[config.mk]
export PLATFORM = sky130hd
export DESIGN_NAME = vga_scan_driver
export DESIGN_NICKNAME = d
export VERILOG_FILES = /design/src/rtl/vga_timing_pkg.sv /design/src/rtl/vga_sync_gen.sv /design/src/rtl/vga_scan_driver.sv
export SDC_FILE = /design/constraint.sdc
export NUM_CORES = 1
export LEC_CHECK = 0
export BUFFER_PORTS_ARGS = -buffer_cell sky130_fd_sc_hd__buf_2
export CAP_MARGIN = 20
export CORE_MARGIN = 2
export CORE_UTILIZATION = 49
export CTS_CLUSTER_SIZE = 25
export DETAILED_ROUTE_END_ITERATION = 7
export PLACE_DENSITY = 0.78
export SYNTH_ARGS = -nofsm -noshare
export SYNTH_HDL_FRONTEND = slang
export SYNTH_SLANG_ARGS = --single-unit
export TNS_END_PERCENT = 50
[constraint.sdc]
create_clock -name CLOCK_50 -period 1.8 [get_ports CLOCK_50]
set_input_delay 0 -clock CLOCK_50 [delete_from_list [all_inputs] [get_ports CLOCK_50]]
set_output_delay 0 -clock CLOCK_50 [all_outputs]
set_load 0.03 [all_outputs]
[src/rtl/vga_timing_pkg.sv]
// Shared VGA timing defaults, widths and the per-pixel control bundle used by
// the scan generator and the output pipeline.
package vga_timing_pkg;

    localparam int H_VISIBLE_DEF = 640;
    localparam int H_FRONT_DEF   = 16;
    localparam int H_SYNC_DEF    = 96;
    localparam int H_BACK_DEF    = 48;
    localparam int V_VISIBLE_DEF = 480;
    localparam int V_FRONT_DEF   = 10;
    localparam int V_SYNC_DEF    = 2;
    localparam int V_BACK_DEF    = 33;

    localparam int H_TOTAL_DEF = H_VISIBLE_DEF + H_FRONT_DEF + H_SYNC_DEF + H_BACK_DEF;
    localparam int V_TOTAL_DEF = V_VISIBLE_DEF + V_FRONT_DEF + V_SYNC_DEF + V_BACK_DEF;

    localparam int CNT_W   = 10;
    localparam int COLOR_W = 3;
    localparam int DAC_W   = 8;

    typedef struct packed {
        logic visible;
        logic hs;
        logic vs;
    } scan_ctl_t;

    // Syncs are active-low, so the idle bundle keeps them high.
    localparam scan_ctl_t SCAN_CTL_IDLE = '{visible: 1'b0, hs: 1'b1, vs: 1'b1};

    function automatic logic [DAC_W-1:0] dac_expand(input logic bit_in);
        return {DAC_W{bit_in}};
    endfunction

endpackage

[src/rtl/vga_sync_gen.sv]
// Horizontal/vertical scan counters and the combinational stage-0 decode of
// visible area and sync pulses; counters step only on pixel-enable cycles.
module vga_sync_gen
    import vga_timing_pkg::*;
#(
    parameter int H_VISIBLE = H_VISIBLE_DEF,
    parameter int H_FRONT   = H_FRONT_DEF,
    parameter int H_SYNC    = H_SYNC_DEF,
    parameter int H_BACK    = H_BACK_DEF,
    parameter int V_VISIBLE = V_VISIBLE_DEF,
    parameter int V_FRONT   = V_FRONT_DEF,
    parameter int V_SYNC    = V_SYNC_DEF,
    parameter int V_BACK    = V_BACK_DEF
) (
    input  logic             clk,
    input  logic             rst_n,
    input  logic             pix_en,
    output logic [CNT_W-1:0] h_cnt,
    output logic [CNT_W-1:0] v_cnt,
    output scan_ctl_t        ctl,
    output logic             frame_end
);

    localparam int H_TOTAL      = H_VISIBLE + H_FRONT + H_SYNC + H_BACK;
    localparam int V_TOTAL      = V_VISIBLE + V_FRONT + V_SYNC + V_BACK;
    localparam int H_SYNC_START = H_VISIBLE + H_FRONT;
    localparam int H_SYNC_END   = H_SYNC_START + H_SYNC - 1;
    localparam int V_SYNC_START = V_VISIBLE + V_FRONT;
    localparam int V_SYNC_END   = V_SYNC_START + V_SYNC - 1;

    logic [CNT_W-1:0] h_cnt_reg, h_cnt_next;
    logic [CNT_W-1:0] v_cnt_reg, v_cnt_next;
    logic             h_last, v_last;

    assign h_last = (h_cnt_reg == CNT_W'(H_TOTAL - 1));
    assign v_last = (v_cnt_reg == CNT_W'(V_TOTAL - 1));

    always_comb begin
        h_cnt_next = h_cnt_reg;
        v_cnt_next = v_cnt_reg;
        if (pix_en) begin
            if (h_last) begin
                h_cnt_next = '0;
                v_cnt_next = v_last ? '0 : v_cnt_reg + CNT_W'(1);
            end else begin
                h_cnt_next = h_cnt_reg + CNT_W'(1);
            end
        end
    end

    always_ff @(posedge clk or negedge rst_n) begin
        if (!rst_n) begin
            h_cnt_reg <= '0;
            v_cnt_reg <= '0;
        end else begin
            h_cnt_reg <= h_cnt_next;
            v_cnt_reg <= v_cnt_next;
        end
    end

    assign h_cnt     = h_cnt_reg;
    assign v_cnt     = v_cnt_reg;
    assign frame_end = h_last & v_last;

    assign ctl.visible = (h_cnt_reg < CNT_W'(H_VISIBLE)) && (v_cnt_reg < CNT_W'(V_VISIBLE));
    assign ctl.hs      = !((h_cnt_reg >= CNT_W'(H_SYNC_START)) && (h_cnt_reg <= CNT_W'(H_SYNC_END)));
    assign ctl.vs      = !((v_cnt_reg >= CNT_W'(V_SYNC_START)) && (v_cnt_reg <= CNT_W'(V_SYNC_END)));

endmodule

[src/rtl/vga_scan_driver.sv]
// VGA scan driver: divides CLOCK_50 into a pixel enable, requests pixel
// coordinates, and registers the responder colour with aligned syncs.
module vga_scan_driver
    import vga_timing_pkg::*;
#(
    parameter int H_VISIBLE = H_VISIBLE_DEF,
    parameter int H_FRONT   = H_FRONT_DEF,
    parameter int H_SYNC    = H_SYNC_DEF,
    parameter int H_BACK    = H_BACK_DEF,
    parameter int V_VISIBLE = V_VISIBLE_DEF,
    parameter int V_FRONT   = V_FRONT_DEF,
    parameter int V_SYNC    = V_SYNC_DEF,
    parameter int V_BACK    = V_BACK_DEF
) (
    input  logic               CLOCK_50,
    input  logic               reset,
    output logic               VGA_CLK,
    output logic [CNT_W-1:0]   x_vga,
    output logic [CNT_W-1:0]   y_vga,
    input  logic [COLOR_W-1:0] color_vga,
    output logic [DAC_W-1:0]   VGA_R,
    output logic [DAC_W-1:0]   VGA_G,
    output logic [DAC_W-1:0]   VGA_B,
    output logic               VGA_HS,
    output logic               VGA_VS,
    output logic               VGA_BLANK_N,
    output logic               VGA_SYNC_N,
    output logic               frame_start
);

    logic               pix_en_reg;
    logic [COLOR_W-1:0] color_reg;
    scan_ctl_t          ctl_reg;
    scan_ctl_t          ctl_stage0;
    logic               frame_end;
    logic               frame_start_reg;

    vga_sync_gen #(
        .H_VISIBLE (H_VISIBLE),
        .H_FRONT   (H_FRONT),
        .H_SYNC    (H_SYNC),
        .H_BACK    (H_BACK),
        .V_VISIBLE (V_VISIBLE),
        .V_FRONT   (V_FRONT),
        .V_SYNC    (V_SYNC),
        .V_BACK    (V_BACK)
    ) u_sync_gen (
        .clk       (CLOCK_50),
        .rst_n     (reset),
        .pix_en    (pix_en_reg),
        .h_cnt     (x_vga),
        .v_cnt     (y_vga),
        .ctl       (ctl_stage0),
        .frame_end (frame_end)
    );

    // Stage 1 captures the colour for the pixel being left together with its
    // decode, so the DAC lags the coordinate request by exactly one pixel.
    always_ff @(posedge CLOCK_50 or negedge reset) begin
        if (!reset) begin
            pix_en_reg      <= 1'b0;
            color_reg       <= '0;
            ctl_reg         <= SCAN_CTL_IDLE;
            frame_start_reg <= 1'b0;
        end else begin
            pix_en_reg      <= ~pix_en_reg;
            frame_start_reg <= pix_en_reg & frame_end;
            if (pix_en_reg) begin
                color_reg <= color_vga;
                ctl_reg   <= ctl_stage0;
            end
        end
    end

    logic [COLOR_W-1:0][DAC_W-1:0] dac;

    for (genvar gi = 0; gi < COLOR_W; gi++) begin : g_dac
        assign dac[gi] = ctl_reg.visible ? dac_expand(color_reg[gi]) : '0;
    end

    assign VGA_R       = dac[2];
    assign VGA_G       = dac[1];
    assign VGA_B       = dac[0];
    assign VGA_CLK     = pix_en_reg;
    assign VGA_BLANK_N = ctl_reg.visible;
    assign VGA_HS      = ctl_reg.hs;
    assign VGA_VS      = ctl_reg.vs;
    assign VGA_SYNC_N  = 1'b0;
    assign frame_start = frame_start_reg;

endmodule

# == After elaboration in Yosys (flattened, before gate mapping) ==
# Cells that the tools add are included.
# op_classes
n_reduce_logical,6
n_bitwise,3
n_mux,5
add_sub_neg,2
n_eq_ne,2
magnitude_cmp,6
# ops
cell,n
two-way mux 8 bit,3
"adder 10 x 1 -> 10 bit, second input constant",2
"== test 10 bit, second input constant",2
two-way mux 10 bit,2
">= comparator 10 bit, second input constant",1
">= comparator 10 x 9 -> 1 bit, second input constant",1
"<= comparator 10 bit, second input constant",1
"<= comparator 10 x 9 -> 1 bit, second input constant",1
"less-than comparator 10 bit, second input constant",1
"less-than comparator 10 x 9 -> 1 bit, second input constant",1
logical AND 1 bit,3
bitwise AND 1 bit,2
zero test 1 bit,2
AND reduction 2 bit,1
NOT 1 bit,1
# word_totals
in_bits,5
elab_cells,32
reg_bits,28

# == Longest topological paths before layout ==
# Gate-level depths: netlist of the first run.
# depth
ltp_word,3
depth_mapped,6
mapped_depth_nobuf,6

# == Modules after synthesis ==
# Synthesis of the first run repeated with hierarchy kept, for this count alone.
# unflattened
cells_unflattened,160
area_unflattened_um2,1625.3
# modules_own_cells
module,area_per_inst_um2,cells_per_inst,instances,seq_area_each_um2
vga_sync_gen,1122.3,117,1,500.5
vga_scan_driver,503.0,43,1,202.7

# == Least setup slack after synthesis of the first run ==
# No wires, ideal clock.
# synth_path
path_kind,reg2reg
from,"reg u_sync_gen.h_cnt_reg[0], in the netlist u_sync_gen.h_cnt[0]"
to,"reg u_sync_gen.v_cnt_reg[7], in the netlist u_sync_gen.v_cnt[7]"
setup_time_ns,0.134
required_ns,1.666
slack_ns,0.086
arrival_ns,1.579
path_stages_with_launch,6
path_cell_list,dfrtp_1 > ha_1 > nand4_4 > nor4_4 > nand3_1 > xnor2_1
# synth_between
elab_chain_cells,2
# synth_rtl
item,line_no,rtl
"start, declared",vga_sync_gen.sv:31,"logic [CNT_W-1:0] h_cnt_reg, h_cnt_next;"
"start signal, assigned",vga_sync_gen.sv:56,h_cnt_reg <= h_cnt_next;
== test 10 bit,vga_sync_gen.sv:35,assign h_last = (h_cnt_reg == CNT_W'(H_TOTAL - 1));
AND reduction 2 bit (no source line),--,
"end signal, assigned",vga_sync_gen.sv:57,v_cnt_reg <= v_cnt_next;
"end, declared",vga_sync_gen.sv:32,"logic [CNT_W-1:0] v_cnt_reg, v_cnt_next;"
# Every way passes these cells.
# A chain may end at the register's enable or synchronous reset.

# == Worst setup path after layout of the first run ==
# layout_path
from,"reg u_sync_gen.h_cnt_reg[0], in the netlist u_sync_gen.h_cnt[0]"
to,"reg u_sync_gen.v_cnt_reg[8], in the netlist u_sync_gen.v_cnt[8]"
# Same word-level chain as after synthesis.

==> run summary, run 1 <==
The cell internal power dissipation came out at 742 µW. The top-level I/O count came out at 55. The combinational share of power came out at 11.8%. The number of H-tree branching levels is 1. IR analysis of the VDD net gives a maximum drop of approximately 0.32 mV.

The final design area excluding fillers is about 1800 µm². Between clock sinks in the finished design, the worst skew comes to 0.00340 ns. The critical path's largest stage delay is about 0.45 ns.

The ratio of routed vias to standard cells is 5.29. The die extent in y came out at 61.1 µm. In this design, the largest share of critical-path delay is due to simple AND/OR/NAND/NOR gates.

The final RePlAce weighted congestion is 0.939. The standard cell area after detailed placement came out at 1770 µm². The post-route fraction of the period consumed by the critical path is 94.2%. The data arrival at the endpoint of the critical path is ~2.0 ns.

The leakage power of the design came out at 0.000932 µW. The final routed wirelength across all metal layers came out at 3.37 mm. The final standard cell utilization of the core is 59.8%. The total number of clock tree sinks came out at 28. The number of warnings reported in the yosys synthesis log is 0. The count of nets left with antenna violations once routing finished came out at 0. The data required time of the critical path came out at a little over 2 ns. The synthesized design spends more area on one cell type than any other, namely dfrtp_1. STA classifies the critical path endpoint as a register. The sum of overflow across all layers after global routing came out at 0. The area growth from synthesis to layout came out at 15.2%.

The clock transition at the registers of the reported paths is 0.14 ns. The final sum of negative setup slack is 0 ns. The mapped cell area is between 1500 and 2000 µm². The share of post-route cells with drive strength above 1 is 37.6%. The worst hold path belongs to the class input port to async pin. Counting the fill cells in the layout gives 274. The minimum period implied by the final worst setup slack is 1.70 ns. Among all cell types in the netlist, the one instantiated most often is dfrtp_1. The pin count of the biggest net entering global routing is 29. Setup repair after global routing left no endpoint under its margin.

By area the synthesized netlist is led by dfrtp_1 (41%), buf_4 (10%), xnor2_1 (5.5%). The number of pins exceeding their max-slew limit in the final report is 0. The number of synthesized register bits came out at 28. The CTS tree is done. The top cell type's share of synthesized area is ~40%. The sequential share of the synthesized area is 44.0%. The async set-reset flop share out of synthesis is 100%.

The type of the worst setup path is register to register. The switching fraction of total power came out at between 20% and 30%. The slowest stage of the critical path belongs to the cell dfrtp_1. The initial antenna violation count is 0. Per report_power, the sequential group accounts for 62.7% of the total. The portion of total power attributed to the clock network is 25.4%. Setup violations remaining at the end of the flow were counted as 0. The area of the placeable core came out at between 3000 and 4000 µm².

The buffer depth of the longest clock path is 2. The total count of hold-check failures in the final report is 0. The total net switching power came out at 269 µW. The worst max-slew margin expressed relative to the limit came out at 58.1%.

The wire length per cell is 14.2 µm. The via count of the first global-routing pass came out at 1229. 0 antenna diodes ended up in the layout. The number of buffer and inverter stages on the critical path came out at 0. The number of maximum-capacitance violations is 0. The half-perimeter wire length after detailed placement is 2.51 mm. The clock insertion delay at the later pin of the skew report is 0.32 ns. The number of standard cells in the layout, taps in and fillers out is 238. The number of enable flip-flop cells after synthesis is 0.

In this run the tool buffered the top-level ports with 53 buffer cells. For this run, the leading register cell type out of synthesis is dfrtp_1. Across all layers, the routed design uses between 1000 and 1500 vias. The total clock buffers created by CTS is 3.

The total DRC errors in the routed layout is 0. The run finished with clean final reports. After technology mapping, the gate count stands at 155. The global-route usage over all layers is 20.3%. The peak fanout along the critical path came out at 5.

In the synthesized netlist, the cells that appear most often are dfrtp_1 (26), buf_4 (22), nand3_1 (14), nor2_1 (10), xnor2_1 (10). Including well taps, the total number of placed cells is 231. The count of cell types in the netlist came out at 39. The number of cells on the worst reg-to-reg path is 5. For this design the ratio of total power to cell area is between 500 and 600 nW/µm².

The overall die width came out at about 60 µm. The first-pass iteration count of the detailed router came out at 4. The tree is rooted in a clkbuf_4. The standard-cell row count is 20. The sequential cells in the finished layout cover a total of 703 µm².

At the pin with the least slew margin, the transition time is 0.629 ns. Traced cell by cell, the critical path runs through ha_1, and4_2, nand4_2, nor3_2, xnor2_1. Based on the critical path, the design can be clocked at up to between 500 and 600 MHz.

STA classifies the critical path startpoint as a register. The die area came out at 3730 µm². Summing all multi-input logic gate instances after layout gives 693 µm².

The count of cell instances traversed by the critical path came out at 5. The number of nets in the synthesized netlist is 165. The initial core utilization is about half. The number of DRC markers after the initial detailed-route iteration came out at 47. The mean cell area of the mapped netlist came out at around 10 µm².

The net count of the finished layout is 206. The first-pass GRT wire length is 5.69 mm.
==> kinds of logic after synthesis <==
kind of cell | share of synthesized area [%]
AND/OR/NAND/NOR | 23.7
buffers and inverters | 13.1
flip-flops | 44.0
AO/OA/AOI/OAI | 5.72
XOR/XNOR | 7.13
adder cells (fa/ha/maj) | 3.92
multiplexers | 2.12
other | 0.235
==> layer usage <==
| layer | wire [µm] | vias up | track usage (%) |
|---|---|---|---|
| met5 | 0 | - | 0 |
| met2 | 1680 | 52 | 33.9 |
| met3 | 196 | 4 | 2.73 |
| met4 | 25 | 0 | 7.14 |
| li1 | - | 595 | - |
| met1 | 1470 | 607 | 27.3 |
==> cell usage in the layout (no fill, tap or decap), drive strengths merged <==
cell type	count
nor2	10
a21oi	3
nand2	6
dlygate4sd3	4
and4	3
o22ai	1
nor4b	1
and2	3
xnor2	10
a21o	1
o41ai	1
mux2	3
nand3b	1
and3	1
nor3	6
clkbuf	3
nand3	14
inv	8
conb	1
nand4bb	1
o2111ai	1
nor4bb	1
and4b	1
nand4b	1
dfrtp	26
buf	57
ha	5
or2	1
xor2	3
nand4	4
dfstp	2
nor4	3
o21ai	6
o21a	2
==> per-stage QoR <==
step	setup WS [ns]	hold WS (ns)	power (µW)
2_1_floorplan	0.0862	-0.296	753
3_3_place_gp	0.232	0.0419	759
3_5_place_dp	0.131	0.0527	760
4_1_cts	0.0841	0.219	1020
5_1_grt	0.00957	0.267	1050
6_report	0.104	0.206	1010
==> power by group through the flow <==
| stage | registers (µW) | clock network (µW) | logic (µW) |
|---|---|---|---|
| global route | 635 | 287 | 129 |
| floorplan | 646 | 0 | 108 |
| detailed placement | 646 | 0 | 114 |
| finish | 634 | 257 | 120 |
| global placement | 646 | 0 | 114 |
| CTS | 634 | 266 | 121 |
==> area by class of cell <==
| type | instances | share of cell area (%) |
|---|---|---|
| Inverter | 8 | 1.63 |
| Sequential cell | 28 | 38.2 |
| Tap cell | 44 | 2.99 |
| Clock buffer | 3 | 1.22 |
| Timing Repair Buffer | 61 | 18.2 |
| Multi-Input combinational cell | 94 | 37.7 |
==> worst paths after layout <==
kind	to	slack, ns	from
setup / recovery	u_sync_gen.v_cnt[8]$_DFFE_PN0P_	0.10	u_sync_gen.h_cnt[0]$_DFFE_PN0P_
hold / removal	u_sync_gen.h_cnt[7]$_DFFE_PN0P_	0.21	reset
hold reg to reg	VGA_HS$_DFFE_PN1P_	0.50	VGA_HS$_DFFE_PN1P_
min in group CLOCK_50	color_reg[2]$_DFFE_PN0P_	0.44	color_vga[2]
setup reg to reg	u_sync_gen.v_cnt[8]$_DFFE_PN0P_	0.10	u_sync_gen.h_cnt[0]$_DFFE_PN0P_
max in group asynchronous	u_sync_gen.h_cnt[0]$_DFFE_PN0P_	1.18	reset
==> repair_timing <==
item                                    4_1_cts  5_1_grt
resized for setup                             0        3
endpoints found under the setup margin        0        6
hold buffers                                  4        0
setup buffers                                 0        0
endpoints found under the hold margin        29        0
Power figures use the tool's default switching activity.
==> run 2: changes to the inputs <==
--- a/config.mk
+++ b/config.mk
@@ -8,10 +8,10 @@
 export BUFFER_PORTS_ARGS = -buffer_cell sky130_fd_sc_hd__buf_2
 export CAP_MARGIN = 20
 export CORE_MARGIN = 2
-export CORE_UTILIZATION = 49
+export CORE_UTILIZATION = 50
 export CTS_CLUSTER_SIZE = 25
 export DETAILED_ROUTE_END_ITERATION = 7
-export PLACE_DENSITY = 0.78
+export PLACE_DENSITY = 0.8
 export SYNTH_ARGS = -nofsm -noshare
 export SYNTH_HDL_FRONTEND = slang
 export SYNTH_SLANG_ARGS = --single-unit
==> constraint.sdc (replaced) <==
create_clock -name CLOCK_50 -period 2 [get_ports CLOCK_50]
set_input_delay 0 -clock CLOCK_50 [delete_from_list [all_inputs] [get_ports CLOCK_50]]
set_output_delay 0 -clock CLOCK_50 [all_outputs]
set_load 0.03 [all_outputs]
==> run 2 against run 1 <==
Final cell count is 0.42% lower. Wire length is 0.27% higher. First-iteration DRC count is 30% lower. Non-clock buffer count is 2 lower. Combinational power is 11% lower. Clock power is 47% higher. Critical path type unchanged. Critical endpoint is now u_sync_gen.v_cnt[7]$_DFFE_PN0P_.
==> run summary, run 2 (synthesized netlist as in run 1, its figures left out) <==
The total number of clock tree sinks came out at 28 (unchanged). The initial antenna violation count came out at 0 (unchanged). The final antenna-violating net count came out at 0 (unchanged). The critical path's largest stage delay came out at 0.44 ns (was 0.45 ns).

The post-route fraction of the period consumed by the critical path is 86.3% (was 94.2%). The actual slew at the worst max-slew pin came out at 0.627 ns (was 0.629 ns). The worst hold path class is input port to async pin (unchanged). The peak supply drop is 0.360 mV (was 0.321 mV). The final RePlAce weighted congestion came out at 0.890 (was 0.939). The clock transition at the registers of the reported paths came to 0.16 ns (was 0.14 ns). The power density of the placed cells was 572 nW/µm² (was 550 nW/µm²). The launching point of the worst reg2reg path is u_sync_gen.h_cnt[0]$_DFFE_PN0P_ (unchanged). The type of element launching the critical path is a register (unchanged). The standard-cell row count is 20 (unchanged). The number of resized instances in the post-cts repair step came to 0 (unchanged). Status: complete, no violations (unchanged).

The area of the placeable core is 3050 µm² (was 3080 µm²). The number of standard cells in the layout, taps in and fillers out is 237 (was 238). The upper clock frequency limit was 579 MHz (was 590 MHz). The total instance count after detailed placement came out at 229 (was 231). Unrepaired setup endpoints after global routing: no (unchanged). The number of H-tree branching levels came out at 1 (unchanged). The quantity of I/O buffers inserted on ports is 53 (unchanged). The number of endpoints failing setup at the final stage came to 0 (unchanged). The critical path's slowest cell is dfrtp_1 (unchanged). The data required time of the critical path came out at 2.24 ns (was 2.05 ns). The number of vias after detailed routing is 1255 (was 1258). The first-pass iteration count of the detailed router came to 4 (unchanged). The root cell of the clock tree is clkbuf_4 (unchanged). The filler cell count in the final layout is 272 (was 274).

The minimum period implied by the final worst setup slack is 1.73 ns (was 1.70 ns). The total clock buffers created by CTS is 3 (unchanged). The total DRC errors in the routed layout came to 0 (unchanged). The buffer depth of the longest clock path is 2 (unchanged). The number of pins exceeding their max-slew limit in the final report came out at 0 (unchanged). The die extent in y is 60.5 µm (was 61.1 µm). The via count of the first global-routing pass was 1146 (was 1229). The leakage power of the design came to 0.000936 µW (was 0.000932 µW).

The area growth from synthesis to layout came out at 15.6% (was 15.2%). The global-route usage over all layers came out at 20.4% (was 20.3%). The overall die width is 60.5 µm (was 61.1 µm). The total count of hold-check failures in the final report is 0 (unchanged). The nature of the critical path endpoint is a register (unchanged). The number of DRC markers after the initial detailed-route iteration came out at 33 (was 47). The maximum clock skew at final layout was 0.00710 ns (was 0.00340 ns). The die area came to 3660 µm² (was 3730 µm²). The ratio of routed vias to standard cells is 5.30 (was 5.29). The clock insertion delay at the later pin of the skew report came out at 0.34 ns (was 0.32 ns). The CTS tree is done (unchanged).

The kind of cell adding the most delay to the critical path is simple AND/OR/NAND/NOR gates (unchanged). Top library cells by usage in the layout, fill and taps aside: buf_2 (53), dfrtp_1 (26), nand3_1 (14) (unchanged). The number of buffer and inverter stages on the critical path came out at 0 (unchanged).

The number of maximum-capacitance violations is 0 (unchanged). The type of the worst setup path was register to register (unchanged). The number of antenna repair diodes was 0 (unchanged).

The most common cell after layout, fill and taps aside was buf_2 (unchanged). The pin count of the biggest net entering global routing came out at 29 (unchanged). The share of post-route cells with drive strength above 1 is 36.3% (was 37.6%). The worst setup path startpoint is u_sync_gen.h_cnt[0]$_DFFE_PN0P_ (unchanged). The final routed wirelength across all metal layers was 3.38 mm (was 3.37 mm). The half-perimeter wire length after detailed placement is 2.47 mm (was 2.51 mm). The initial core utilization came out at 52.3% (was 51.9%). The first-pass GRT wire length is 5.49 mm (was 5.69 mm). The final net count came out at 204 (was 206). The peak fanout along the critical path is 6 (was 5). The final standard cell utilization of the core came to 60.5% (was 59.8%).

The final sum of negative setup slack is 0 ns (unchanged). The top-level I/O count came out at 55 (unchanged). The wire length per cell was 14.3 µm (was 14.2 µm). The data arrival at the endpoint of the critical path is 1.97 ns (was 1.95 ns). The worst max-slew margin expressed relative to the limit is 58.2% (was 58.1%). Cells along the critical path: ha_1, nand4_4, nor4_4, nand3_1, xnor2_1 (was ha_1, and4_2, nand4_2, nor3_2, xnor2_1). The sum of overflow across all layers after global routing came out at 0 (unchanged).
## run 2: changes by cell type in the layout (fill, tap and decap cells not counted), sizes merged
cell | before | now
buf | 57 | 55
bufinv | 0 | 1
## run 2: layout make-up
type	instances	area [µm²]	share of cell area (%)
Clock inverter	1	30.0	1.63
Multi-Input combinational cell	94	684	37.1
Clock buffer	3	22.5	1.22
Tap cell	44	55.1	2.98
Inverter	8	30.0	1.63
Timing Repair Buffer	59	320	17.4
Sequential cell	28	703	38.1
## run 2: final timing paths
kind	to	slack, ns	cells past startpoint
worst min-delay path	u_sync_gen.v_cnt[3]$_DFFE_PN0P_	0.19	2
worst max-delay path	u_sync_gen.v_cnt[7]$_DFFE_PN0P_	0.27	5
worst min register to register	VGA_HS$_DFFE_PN1P_	0.51	2
worst max register to register	u_sync_gen.v_cnt[7]$_DFFE_PN0P_	0.27	5
min in group CLOCK_50	color_reg[0]$_DFFE_PN0P_	0.42	3
max in group asynchronous	u_sync_gen.h_cnt[8]$_DFFE_PN0P_	1.40	2
## run 2: metal layers
metal	track usage [%]	part of all wire (%)	vias up
li1	-	-	588
met1	29.4	45	608
met2	31.5	47	54
met3	2.56	6.4	5
met4	8.39	1.5	0
met5	0	0	-
## run 2: repair_timing
action	in CTS	in global routing
hold endpoints to repair	29	0
buffers inserted	0	0
hold buffers	4	0
## run 2: power breakdown
group / total [µW] / leakage, µW / switching [µW] / internal, µW
combinational: 107 / 0.000551 / 79.2 / 28.0
sequential: 571 / 0.000358 / 1.12 / 570
clock: 378 / 0.0000279 / 175 / 203
total: 1060 / 0.000936 / 255 / 801
## run 2: worst reg2reg max path, delay by kind of cell, from the launching register on
| kind | cells | cell delay, ns |
|---|---|---|
| and+or+nand+nor | 3 | 0.77 |
| adders and majority gates | 1 | 0.28 |
| DFF | 1 | 0.44 |
| xor gates and xnor gates | 1 | 0.15 |
## run 2: per-stage QoR
stage | worst slack (ns) | hold slack [ns] | power, µW | area (µm²)
floorplan | 0.286 | -0.296 | 678 | 1600
global placement | 0.373 | 0.0387 | 683 | 1750
detailed placement | 0.279 | 0.0574 | 684 | 1750
CTS | 0.260 | 0.205 | 1060 | 1850
global route | 0.137 | 0.250 | 1100 | 1850
finish | 0.273 | 0.193 | 1060 | 1850
==> run 3: changes to the inputs <==
--- a/config.mk
+++ b/config.mk
@@ -11,7 +11,7 @@
 export CORE_UTILIZATION = 50
 export CTS_CLUSTER_SIZE = 25
 export DETAILED_ROUTE_END_ITERATION = 7
-export PLACE_DENSITY = 0.8
+export PLACE_DENSITY = 0.88
 export SYNTH_ARGS = -nofsm -noshare
 export SYNTH_HDL_FRONTEND = slang
 export SYNTH_SLANG_ARGS = --single-unit
==> run 3 against run 2 <==
Non-clock buffer count unchanged. Combinational power about the same. Sequential cell count unchanged. Wire length decreased by 3.4%. Global-route usage decreased by 1.4 points. Sequential share of layout area unchanged. Cell area unchanged. Clock power decreased by 2%. Critical path depth unchanged. Critical endpoint is now u_sync_gen.v_cnt[6]$_DFFE_PN0P_. Highest routed layer unchanged.
==> run summary, run 3 (synthesized netlist as in run 1, its figures left out) <==
Status: complete, no violations (unchanged). The nature of the critical path endpoint was a register (unchanged). The filler cell count in the final layout came out at 282 (was 272). The final standard cell utilization of the core is 60.5% (unchanged). The final RePlAce weighted congestion came out at 0.930 (was 0.890). The data required time of the critical path is 2.26 ns (was 2.24 ns). The post-route fraction of the period consumed by the critical path is 83.7% (was 86.3%). The total DRC errors in the routed layout is 0 (unchanged). The type of element launching the critical path is a register (unchanged). The most common cell after layout, fill and taps aside is buf_2 (unchanged). The initial antenna violation count is 0 (unchanged). The first-pass iteration count of the detailed router is 4 (unchanged).

The number of pins exceeding their max-slew limit in the final report came out at 0 (unchanged). The area growth from synthesis to layout is 15.6% (unchanged). The buffer depth of the longest clock path came out at 2 (unchanged). The via count of the first global-routing pass came out at 1120 (was 1146). The final antenna-violating net count is 0 (unchanged).

The number of endpoints failing setup at the final stage came out at 0 (unchanged). The final net count is 204 (unchanged). The die extent in y came to 60.5 µm (unchanged). The minimum period implied by the final worst setup slack came to 1.67 ns (was 1.73 ns).

The worst hold path class was input port to async pin (unchanged). The number of DRC markers after the initial detailed-route iteration came out at 43 (was 33). The root cell of the clock tree was clkbuf_4 (unchanged).

The number of vias after detailed routing came to 1259 (was 1255). The number of maximum-capacitance violations is 0 (unchanged). The clock transition at the registers of the reported paths came to 0.15 ns (was 0.16 ns). The buffers inserted during post-CTS setup optimization came out at 0 (unchanged). The area of the placeable core came to 3050 µm² (unchanged). The total number of clock tree sinks came out at 28 (unchanged). The initial core utilization was 52.3% (unchanged). The share of post-route cells with drive strength above 1 came to 36.3% (unchanged). The upper clock frequency limit is 597 MHz (was 579 MHz). The total count of hold-check failures in the final report came out at 0 (unchanged). The number of H-tree branching levels came out at 1 (unchanged).

The quantity of I/O buffers inserted on ports came out at 53 (unchanged). The actual slew at the worst max-slew pin is 0.617 ns (was 0.627 ns). The sum of overflow across all layers after global routing is 0 (unchanged). The peak supply drop was 0.309 mV (was 0.360 mV). The top-level I/O count came out at 55 (unchanged). The first-pass GRT wire length is 5.14 mm (was 5.49 mm). The final routed wirelength across all metal layers is 3.27 mm (was 3.38 mm). The routed length on met1 is 1.49 mm (was 1.54 mm). The wire length per cell is 13.8 µm (was 14.3 µm).

The total of hold buffers inserted after clock tree synthesis was 4 (unchanged). The CTS tree was done (unchanged). The total clock buffers created by CTS is 3 (unchanged). The half-perimeter wire length after detailed placement came out at 2.32 mm (was 2.47 mm). The final sum of negative setup slack is 0 ns (unchanged). The pin count of the biggest net entering global routing is 29 (unchanged). Top library cells by usage in the layout, fill and taps aside: buf_2 (53), dfrtp_1 (26), nand3_1 (14) (unchanged). The type of the worst setup path is register to register (unchanged). The standard-cell row count is 20 (unchanged). The uppermost metal layer occupied by signal nets is met4 (unchanged). The leakage power of the design was 0.000936 µW (unchanged). The ratio of routed vias to standard cells came to 5.31 (was 5.30). The total length of routed met3 wires was 198 µm (was 218 µm). The length of routed met2 wiring is 1.48 mm (was 1.58 mm). The maximum clock skew at final layout is 0.00140 ns (was 0.00710 ns).

The data arrival at the endpoint of the critical path came out at 1.94 ns (was 1.97 ns). The peak fanout along the critical path came out at 5 (was 6). The power density of the placed cells was 568 nW/µm² (was 572 nW/µm²). Unrepaired setup endpoints after global routing: no (unchanged).

The clock insertion delay at the later pin of the skew report came to 0.33 ns (was 0.34 ns). The die area is 3660 µm² (unchanged). The worst max-slew margin expressed relative to the limit was 58.8% (was 58.2%). The number of resized instances in the post-cts repair step is 0 (unchanged). The overall die width came out at 60.5 µm (unchanged). The number of antenna repair diodes came out at 0 (unchanged). The global-route usage over all layers came to 19.0% (was 20.4%).
run 3: final timing paths:
path | slack [ns] | from | cells past startpoint | to
min in group CLOCK_50 | 0.43 | color_vga[2] | 3 | color_reg[2]$_DFFE_PN0P_
min | 0.20 | reset | 2 | u_sync_gen.h_cnt[7]$_DFFE_PN0P_
max reg2reg | 0.33 | u_sync_gen.h_cnt[0]$_DFFE_PN0P_ | 5 | u_sync_gen.v_cnt[6]$_DFFE_PN0P_
min reg2reg | 0.50 | VGA_HS$_DFFE_PN1P_ | 2 | VGA_HS$_DFFE_PN1P_
max | 0.33 | u_sync_gen.h_cnt[0]$_DFFE_PN0P_ | 5 | u_sync_gen.v_cnt[6]$_DFFE_PN0P_
max in group asynchronous | 1.41 | reset | 2 | u_sync_gen.v_cnt[5]$_DFFE_PN0P_
run 3: layout make-up:
class / count / area (µm²) / area share, %
multi-input cells: 94 / 684 / 37.1
clock inverters: 1 / 30.0 / 1.63
repair buffers: 59 / 320 / 17.4
flip-flops and latches: 28 / 703 / 38.1
well taps: 44 / 55.1 / 2.98
inverters: 8 / 30.0 / 1.63
clock buffers: 3 / 22.5 / 1.22
run 3: per-layer routing:
metal | track usage, % | vias up
met2 | 31.1 | 58
met3 | 2.77 | 14
li1 | - | 595
met4 | 8.70 | 0
met1 | 25.1 | 592
met5 | 0 | -
run 3: where the power goes:
part / internal, µW / total (µW) / leakage [µW] / switching, µW
combinational: 28.0 / 108 / 0.000551 / 79.7
sequential: 570 / 571 / 0.000358 / 1.17
clock: 203 / 370 / 0.0000279 / 168
run 3: worst max-delay path: stages, from the launching register on:
cell     delay, ns
dfrtp_1       0.44
ha_1          0.27
and4_1        0.31
nand4_2       0.21
nor3_2        0.21
xor2_1        0.17
run 3: metrics by stage:
stage / hold slack [ns] / power, µW / cell area [µm²] / std cells / worst slack, ns
6_report: 0.198 / 1050 / 1850 / 237 / 0.325
5_1_grt: 0.247 / 1080 / 1850 / 237 / 0.230
4_1_cts: 0.214 / 1050 / 1850 / 237 / 0.319
3_5_place_dp: 0.0524 / 684 / 1750 / 229 / 0.363
3_3_place_gp: 0.0359 / 682 / 1750 / 229 / 0.407
2_1_floorplan: -0.296 / 678 / 1600 / 155 / 0.286
